[config.mk]
export PLATFORM = sky130hd
export DESIGN_NAME = tdm_demux_16_flat
export DESIGN_NICKNAME = d
export VERILOG_FILES = /design/src/rtl/tdm_pkg.sv /design/src/rtl/tdm_demux_16_if.sv /design/src/rtl/tdm_slot_counter.sv /design/src/rtl/tdm_demux_16.sv /design/src/flat_wrapper.sv
export SDC_FILE = /design/constraint.sdc
export NUM_CORES = 1
export LEC_CHECK = 0
export CAP_MARGIN = 20
export CORE_AREA = 2 2 78 80
export CTS_CLUSTER_SIZE = 24
export DETAILED_ROUTE_END_ITERATION = 10
export DIE_AREA = 0 0 80 82
export SYNTH_ARGS = -nofsm -noshare
export SYNTH_HDL_FRONTEND = slang
export SYNTH_SLANG_ARGS = --single-unit
[constraint.sdc]
create_clock -name clk -period 2.44 [get_ports clk]
set_clock_uncertainty 0.15 [all_clocks]
set_input_delay 0.488 -clock clk [delete_from_list [all_inputs] [get_ports clk]]
set_output_delay 0.488 -clock clk [all_outputs]
set_load 0.05 [all_outputs]
[src/rtl/tdm_pkg.sv]
// Shared definitions for the TDM link (receive demux and transmit mux).
// Latency: n/a (types, constants, and a constant function only).
// Backpressure: n/a. TDM_DEMUX_PARITY_EN adds one parity beat per frame.
package tdm_pkg;

    typedef enum logic {
        HUNT = 1'b0,
        SYNC = 1'b1
    } state_t;

    localparam int N_SLOTS_DEF = 16;

`ifdef TDM_DEMUX_PARITY_EN
    localparam int PARITY_BEATS = 1;
`else
    localparam int PARITY_BEATS = 0;
`endif

    // Slot index width; the parity beat sits at index N_SLOTS and needs one more bit.
    function automatic int slot_w(input int n);
        return $clog2(n) + PARITY_BEATS;
    endfunction

endpackage

[src/rtl/tdm_demux_16_if.sv]
// Serial beat input and parallel frame output of the TDM receive demux.
// Latency: n/a (wires only).
// Backpressure: none; the master drives beats, the slave consumes every accepted beat.
interface tdm_demux_16_if import tdm_pkg::*; #(
    parameter int N_SLOTS = N_SLOTS_DEF
) ();
    localparam int SEL_W = slot_w(N_SLOTS);

    logic               en_n;
    logic               din;
    logic               din_valid;
    logic               frame_sync;
    logic [N_SLOTS-1:0] dout;
    logic               frame_valid;
    logic [SEL_W-1:0]   slot;
    logic               locked;
    logic               sync_err;

    modport master (
        output en_n, din, din_valid, frame_sync,
        input  dout, frame_valid, slot, locked, sync_err
    );

    modport slave (
        input  en_n, din, din_valid, frame_sync,
        output dout, frame_valid, slot, locked, sync_err
    );
endinterface

[src/rtl/tdm_slot_counter.sv]
// Slot index counter with clear / load-1 / increment controls and a last-slot flag.
// Latency: slot updates on the clock edge after a control is asserted.
// Backpressure: none; holds whenever no control is asserted.
module tdm_slot_counter import tdm_pkg::*; #(
    parameter int N_SLOTS = N_SLOTS_DEF,
    parameter int SEL_W   = slot_w(N_SLOTS),
    parameter int LAST    = N_SLOTS - 1
) (
    input  logic             clk,
    input  logic             rst_n,
    input  logic             load1,
    input  logic             inc,
    input  logic             clr,
    output logic [SEL_W-1:0] slot,
    output logic             last
);

    // Clear wins over load, load over increment; wrap only happens through clear.
    always_ff @(posedge clk or negedge rst_n) begin
        if (!rst_n) begin
            slot <= '0;
        end else if (clr) begin
            slot <= '0;
        end else if (load1) begin
            slot <= SEL_W'(1);
        end else if (inc) begin
            slot <= slot + SEL_W'(1);
        end
    end

    assign last = (slot == SEL_W'(LAST));

endmodule

[src/rtl/tdm_demux_16.sv]
// Receive-side 16-slot TDM demux: steers serial beats into slots, presents whole frames on dout.
// Latency: dout/frame_valid/sync_err appear one cycle after the completing or offending beat.
// Backpressure: none; every beat with din_valid & ~en_n is consumed. TDM_DEMUX_PARITY_EN adds a parity beat.
module tdm_demux_16 import tdm_pkg::*; #(
    parameter int N_SLOTS = N_SLOTS_DEF
) (
    input  logic                 clk,
    input  logic                 rst_n,
    tdm_demux_16_if.slave        bus
);

    localparam int SEL_W = slot_w(N_SLOTS);
    // The final data bit goes straight to dout unless a parity beat follows it.
    localparam int SH_W  = N_SLOTS - 1 + PARITY_BEATS;
    localparam int LAST  = N_SLOTS - 1 + PARITY_BEATS;

    state_t             state, state_n;
    logic [SH_W-1:0]    shadow, shadow_n;
    logic [N_SLOTS-1:0] dout, dout_n;
    logic               frame_valid, fv_n;
    logic               sync_err, err_n;
    logic               load1, inc, clr;
    logic [SEL_W-1:0]   slot;
    logic               last;
    logic               accept;

    assign accept = bus.din_valid & ~bus.en_n;

    tdm_slot_counter #(
        .N_SLOTS (N_SLOTS),
        .SEL_W   (SEL_W),
        .LAST    (LAST)
    ) u_slot (
        .clk   (clk),
        .rst_n (rst_n),
        .load1 (load1),
        .inc   (inc),
        .clr   (clr),
        .slot  (slot),
        .last  (last)
    );

`ifdef TDM_DEMUX_PARITY_EN
    logic par;

    // Running XOR of the frame's data bits; restarts with the slot-0 bit.
    always_ff @(posedge clk or negedge rst_n) begin
        if (!rst_n) begin
            par <= 1'b0;
        end else if (load1) begin
            par <= bus.din;
        end else if (inc) begin
            par <= par ^ bus.din;
        end else if (clr) begin
            par <= 1'b0;
        end
    end
`endif

    // State, shadow and registered outputs.
    always_ff @(posedge clk or negedge rst_n) begin
        if (!rst_n) begin
            state       <= HUNT;
            shadow      <= '0;
            dout        <= '0;
            frame_valid <= 1'b0;
            sync_err    <= 1'b0;
        end else begin
            state       <= state_n;
            shadow      <= shadow_n;
            dout        <= dout_n;
            frame_valid <= fv_n;
            sync_err    <= err_n;
        end
    end

    // Framing decisions for the accepted beat; nothing moves when no beat is accepted.
    always_comb begin
        state_n  = state;
        shadow_n = shadow;
        dout_n   = dout;
        fv_n     = 1'b0;
        err_n    = 1'b0;
        load1    = 1'b0;
        inc      = 1'b0;
        clr      = 1'b0;
        if (accept) begin
            case (state)
                HUNT: begin
                    if (bus.frame_sync) begin
                        shadow_n    = '0;
                        shadow_n[0] = bus.din;
                        load1       = 1'b1;
                        state_n     = SYNC;
                    end
                end
                SYNC: begin
                    if (slot == '0) begin
                        if (bus.frame_sync) begin
                            shadow_n[0] = bus.din;
                            load1       = 1'b1;
                        end else begin
                            err_n   = 1'b1;
                            state_n = HUNT;
                            clr     = 1'b1;
                        end
                    end else if (bus.frame_sync) begin
                        // Sync mid-frame: drop the partial frame and restart on this beat.
                        err_n       = 1'b1;
                        shadow_n    = '0;
                        shadow_n[0] = bus.din;
                        load1       = 1'b1;
                    end else if (last) begin
`ifdef TDM_DEMUX_PARITY_EN
                        if (bus.din == par) begin
                            dout_n = shadow;
                            fv_n   = 1'b1;
                        end else begin
                            err_n  = 1'b1;
                        end
`else
                        dout_n = {bus.din, shadow};
                        fv_n   = 1'b1;
`endif
                        clr = 1'b1;
                    end else begin
                        for (int k = 0; k < SH_W; k++) begin
                            if (slot == SEL_W'(k)) begin
                                shadow_n[k] = bus.din;
                            end
                        end
                        inc = 1'b1;
                    end
                end
                default: begin
                    state_n = HUNT;
                end
            endcase
        end
    end

    assign bus.dout        = dout;
    assign bus.frame_valid = frame_valid;
    assign bus.sync_err    = sync_err;
    assign bus.slot        = slot;
    assign bus.locked      = (state == SYNC);

endmodule

[src/flat_wrapper.sv]
// flat-port wrapper written by rule: the top's interface ports become plain ports
module tdm_demux_16_flat import tdm_pkg::*;
#(
    parameter int N_SLOTS = N_SLOTS_DEF
)
  (clk, rst_n, bus_en_n, bus_din, bus_din_valid, bus_frame_sync, bus_dout, bus_frame_valid, bus_slot, bus_locked, bus_sync_err);
  tdm_demux_16_if #(.N_SLOTS(N_SLOTS)) bus_i ();
  input  logic clk;
  input  logic rst_n;
  input wire logic [$bits(bus_i.en_n)-1:0] bus_en_n;
  input wire logic [$bits(bus_i.din)-1:0] bus_din;
  input wire logic [$bits(bus_i.din_valid)-1:0] bus_din_valid;
  input wire logic [$bits(bus_i.frame_sync)-1:0] bus_frame_sync;
  output wire logic [$bits(bus_i.dout)-1:0] bus_dout;
  output wire logic [$bits(bus_i.frame_valid)-1:0] bus_frame_valid;
  output wire logic [$bits(bus_i.slot)-1:0] bus_slot;
  output wire logic [$bits(bus_i.locked)-1:0] bus_locked;
  output wire logic [$bits(bus_i.sync_err)-1:0] bus_sync_err;
  assign bus_i.en_n = bus_en_n;
  assign bus_i.din = bus_din;
  assign bus_i.din_valid = bus_din_valid;
  assign bus_i.frame_sync = bus_frame_sync;
  assign bus_dout = bus_i.dout;
  assign bus_frame_valid = bus_i.frame_valid;
  assign bus_slot = bus_i.slot;
  assign bus_locked = bus_i.locked;
  assign bus_sync_err = bus_i.sync_err;
  tdm_demux_16 #(.N_SLOTS(N_SLOTS)) u_core (.clk(clk), .rst_n(rst_n), .bus(bus_i));
endmodule
After elaboration in Yosys (flattened, before gate mapping). Cells that the tools add are included. Widths: inputs -> output; s select.

Flip-flop bits (word level): 38. Bits of input ports: 6. Word-level logic and storage cells: 122.

$add $sub $neg: 1. Equal/unequal tests: 33. Multiplexer cells: 45. Bitwise gates (word level): 5. Reduce and logical (&&, ||, !) cells: 18.

Operators by type and width (number): $reduce_and 5->1 (15); $mux 15 (3); $ne 3x3->1 const B (15); $mux 1 (36); $eq 4x4->1 const B (8); $pmux 15 s2 (1); $eq 4x3->1 const B (4); $mux 14 (1); $mux 4 (3); $eq 4x2->1 const B (2); $ne 2x2->1 const B (3); $add 4x1->4 const B (1); $eq 4x1->1 const B (1); $logic_not 4->1 (1); $not 1->1 (4); $reduce_and 3->1 (1); $reduce_bool 3->1 (1); $pmux 1 s2 (1); $and 1x1->1 (1).

Longest topological paths before layout.
Depth in word-level cells: 9. Depth in mapped cells: 9. Gate-level depth less buffers: 7.

Hierarchy. Synthesis repeated with hierarchy kept, for this count alone.

Cell total of the unflattened synthesis: 147. Area, all modules: 1716.6 sq um.

By module, submodules not included: tdm_demux_16 (instances 1, cells each 128, area each 1507.7 sq um, sequential area each 850.8 sq um); tdm_slot_counter (instances 1, cells each 19, area each 209.0 sq um, sequential area each 100.1 sq um).

Worst setup path before layout. No wires, ideal clock.

Path kind: register -> register. From: register u_core.u_slot.slot[0]. To: register u_core.dout[10] (netlist: u_core.bus.dout[10]). Setup time: 127 ps. Arrival time: 2180 ps. Data required time: 2163 ps. Path slack: -17 ps. Stages on the path, launching flop included: 10. Period minus slack after synthesis: 2457 ps. Path through: dfrtp_1 -> inv_1 -> ha_1 -> buf_2 -> nand2_2 -> ha_1 -> nand2_2 -> nor2_8 -> buf_6 -> mux2_1.

Longest elaborated chain between the ends: 3. Elaborated cells between the ends (all ways): 4.

RTL lines: from (decl) (line tdm_slot_counter.sv:14) `output logic [SEL_W-1:0] slot,`; from (signal assigned) (line tdm_slot_counter.sv:27) `slot <= slot + SEL_W'(1);`; $logic_not 4->1 (line tdm_demux_16.sv:98) `if (slot == '0) begin`; $not 1->1 (no line); $reduce_and 5->1 (no line) (*); to (signal assigned) (line tdm_demux_16.sv:71) `dout <= dout_n;`; to (decl) (line tdm_demux_16.sv:19) `logic [N_SLOTS-1:0] dout, dout_n;`.

Every way passes the cells marked *; elsewhere a longest branch is shown, timed or not. A chain may end at the register's enable or synchronous reset.

Final worst setup path.
From: register u_core.u_slot.slot[0]. To: output bus_slot[0].

RTL lines: to (decl) (line flat_wrapper.sv:16) `output wire logic [$bits(bus_i.slot)-1:0] bus_slot;`.

No word-level cell between the ends.

==> metrics.md <==
| Metric | Value |
|---|---|
| DR vias | ~1400 |
| Worst-case reg-to-reg path depth | 8 |
| GP Congestion | 0.860 |
| Most common cell in the netlist | dfrtp_1 |
| Final setup fails | 0 |
| Layout-stage area growth over the synthesis result | 25.4% |
| Width of the die | 80 um |
| Switching power total | 0.000680 W |
| Synthesized area | 0.00192 sq mm |
| Most used DFF post-synth | dfrtp_1 |
| Net switching fraction of the power | 37.4% |
| Total grt overflow | 0 |
| Maximum VDD drop | 0.415 mV |
| Post-synth top area share | 49.6% |
| Result of the run | complete, no violations |
| First-pass GRT wire length | 6.83 mm |
| Share of total power in sequential cells | approximately two fifths |
| Number of nets in the layout | 218 |
| Number of core rows | 28 |
| Max-Cap Viols | 0 |
| Number of DRC markers after the initial detailed-route iteration | 30 |
| Total wirelength of the detailed-routed design | 3.91 mm |
| Family with the most delay on the worst path | buffers and inverters |
| Slowest stage cell, crit path | clkdlybuf4s50_1 |
| Hold violation count in the final report | 0 |
| Dominant cells by area after synthesis | dfrtp_1 50%, mux2_1 9.4%, a22o_1 6.4% |
| Kind of launch point of the worst setup path | flip-flop |
| Overall Global Routing Usage | 13.5% |
| Antenna violations before repair | 0 |
| Critical path depth in cells | 1 |
| Delay contributed by the slowest stage of the critical path | 0.84 ns |
| Worst setup path category | flip-flop to output port |
| Setup TNS | 0 ns |
| Critical path cell sequence | clkdlybuf4s50_1 |
| Total Die Area | 0.00656 sq mm |
| Setup repair after global routing missed its margin | no |
| Final routed wire length divided by cell count | 14.0 um |
| Clock sink count | 38 |
| Kind of end point of the critical path | output port |
| Relative contribution of the clock network to total power | 24.6% |
| DRC Markers | 0 |
| Die H | around 82 um |
| Pins Over Slew Limit | 0 |
| Critical-path maximum fanout | 10 |
| Number of flops mapped to enable cells by yosys | 0 |
| Maximum number of buffers from clock root to sink | 2 |
| Effective utilization at floorplan | around 33% |
| Post-synthesis sequential area ratio | around half |
| Detailed-placement wirelength estimate | 2.80 mm |
| Portion of the clock cycle consumed by the worst path in the final layout | between 90% and 100% |
| Mean Syn Cell Area | 11.5 sq um |
| Sequential cell area | 952 sq um |
| Cell taking the most area after synthesis | dfrtp_1 |
| Area occupied by multi-input gates | roughly 900 sq um |
| Internal cell power | 0.00114 W |
| Portion of total power attributed to combinational logic | 34.6% |
| Gate Count Post-Synth | 167 |
| Number of unique standard cell types used by synthesis | 33 |
| Kind of path behind the tightest hold check | flip-flop to flip-flop |
| Min cycle time layout | around 2.3 ns |
| Placed insts | 270 |
| Clock tree root buffer cell | clkbuf_8 |
| Antenna cell count | 0 |
| Layout cell share with drive strength beyond 1 | 15.7% |
| Arrival time at the worst endpoint | 1.63 ns |
| Final instance count without filler cells | 279 |
| IO Pins | 29 |
| Detail Route Antenna Nets | 0 |
| Number of instances on the worst hold path | 1 |
| Inserted Clock Buffers | 5 |
| Most common library cells after synthesis | 38 x dfrtp_1, 16 x mux2_1, 16 x nand2_1 |
| Register clock-pin slew on the reported worst setup and hold paths | about 0.080 ns |
| Core region area | 0.00575 sq mm |
| Number of I/O port buffers | 28 |
| Number of iterations in the first detailed-routing pass | 4 |
| Pin count of the biggest net entering global routing | 25 |
| Required time of the worst setup path | 1.80 ns |
| CTS tree | built |
| Fillers | 584 |
| Via-to-Cell Ratio | 4.91 |
| Headroom to the max-slew limit | 66.3% |
| Fraction of registers with async set/reset | 100% |
| Leakage power total | around 1.2 nW |
| Count of state elements after synthesis | 38 |
| Latest clock arrival within the worst-skew pair | 0.29 ns |
| Number of warnings issued by yosys | 0 |
| Actual slew at the worst max-slew pin | 0.505 ns |
| P per Cell Area | around 750 mW/mm^2 |
| Total number of H-tree levels | 2 |
| Syn nets | 182 |
| Vias in the first global route | 1380 |
| Number of buffers and inverters on the critical path | 1 |
| FMAX | 0.441 GHz |
==> flip-flops by register name (all words and copies together) (netlist names) <==
| register | cells |
|---|---|
| u_core.bus.locked | 1 |
| u_core.shadow | 15 |
| u_core.bus.frame_valid | 1 |
| u_core.bus.sync_err | 1 |
| u_core.bus.dout | 16 |
| u_core.u_slot.slot | 4 |
==> worst paths after layout <==
kind                                       start                    end  slack [ns]
setup / recovery           u_core.u_slot.slot[0]            bus_slot[0]        0.17
min in group asynchronous                  rst_n  u_core.u_slot.slot[2]        0.50
hold reg to reg               u_core.bus.dout[8]     u_core.bus.dout[8]        0.34
max in group asynchronous                  rst_n    u_core.bus.dout[13]        1.01
hold / removal                u_core.bus.dout[8]     u_core.bus.dout[8]        0.34
setup reg to reg           u_core.u_slot.slot[0]      u_core.shadow[12]        0.31
==> what timing repair did <==
item | CTS | global route
setup buffers | 0 | 0
setup endpoints to repair | 0 | 1
hold buffers | 1 | 0
hold endpoints to repair | 14 | 0
resized for setup | 0 | 1
==> worst register-to-register path, cell delays in order, from the launching register on <==
cell	delay, ns
dfrtp_2	0.49
inv_1	0.12
ha_1	0.23
nand2_2	0.09
inv_2	0.07
a211oi_4	0.30
buf_4	0.25
o21ai_1	0.09
a22o_1	0.23
==> layout by cell type (no fill, tap or decap), drive strengths merged, types with 2 or more instances in the layout <==
cell type and count:
clkdlybuf4s50 24, o21ai 9, and4 2, nand2b 3
a22o 14, mux2 17, and3 3, a21oi 7
dfrtp 38, ha 9, nand3 5, nor2 3
buf 13, a21o 12, nand2 18, inv 4
nor2b 3, a31oi 2, clkbuf 6
==> power by group through the flow <==
stage                     Clock (W)  Combinational [W]  Sequential (W)
after floorplan                   0           0.000349        0.000827
after global routing       0.000497           0.000692        0.000749
after global placement            0           0.000622        0.000753
after CTS                  0.000473           0.000630        0.000740
final                      0.000447           0.000628        0.000741
after detailed placement          0           0.000625        0.000753
==> stage by stage <==
| step | util [%] | cell area, sq um | hold WS (ns) | total power [W] | worst slack (ns) |
|---|---|---|---|---|---|
| detailed placement | 40.0 | 2300 | 0.277 | 0.00138 | 0.0996 |
| finish | 41.9 | 2410 | 0.336 | 0.00182 | 0.174 |
| CTS | 41.8 | 2400 | 0.341 | 0.00184 | 0.00496 |
| floorplan | - | 1920 | 0.0424 | 0.00118 | 0.0353 |
| global route | 41.9 | 2410 | 0.360 | 0.00194 | 0.121 |
| global placement | 40.0 | 2300 | 0.272 | 0.00137 | 0.125 |
==> metal layers <==
metal / global-route usage (%) / vias up / part of all wire, %
met2: 21.3 / 31 / 45
met3: 2.97 / 8 / 3.5
li1: - / 672 / -
met4: 5.08 / 0 / 1.7
met5: 0 / - / 0
met1: 18.3 / 658 / 50
==> logic make-up after synthesis <==
family,after synthesis,share of synthesized area [%]
adder cells (fa/ha/maj),9,5.87
multiplexers,17,9.98
flip-flops,38,49.6
AO/OA/AOI/OAI,47,17.8
AND/OR/NAND/NOR,42,12.9
buffers and inverters,14,3.91
==> cell type report <==
type,instances,area share (%)
multi-input combinational,115,37.1
tap,75,3.90
timing repair buffer,39,14.9
clock buffer,6,3.43
inverter,4,0.624
sequential,38,39.6
clock inverter,2,0.520
No activity file was read; power rests on OpenSTA's default activity.
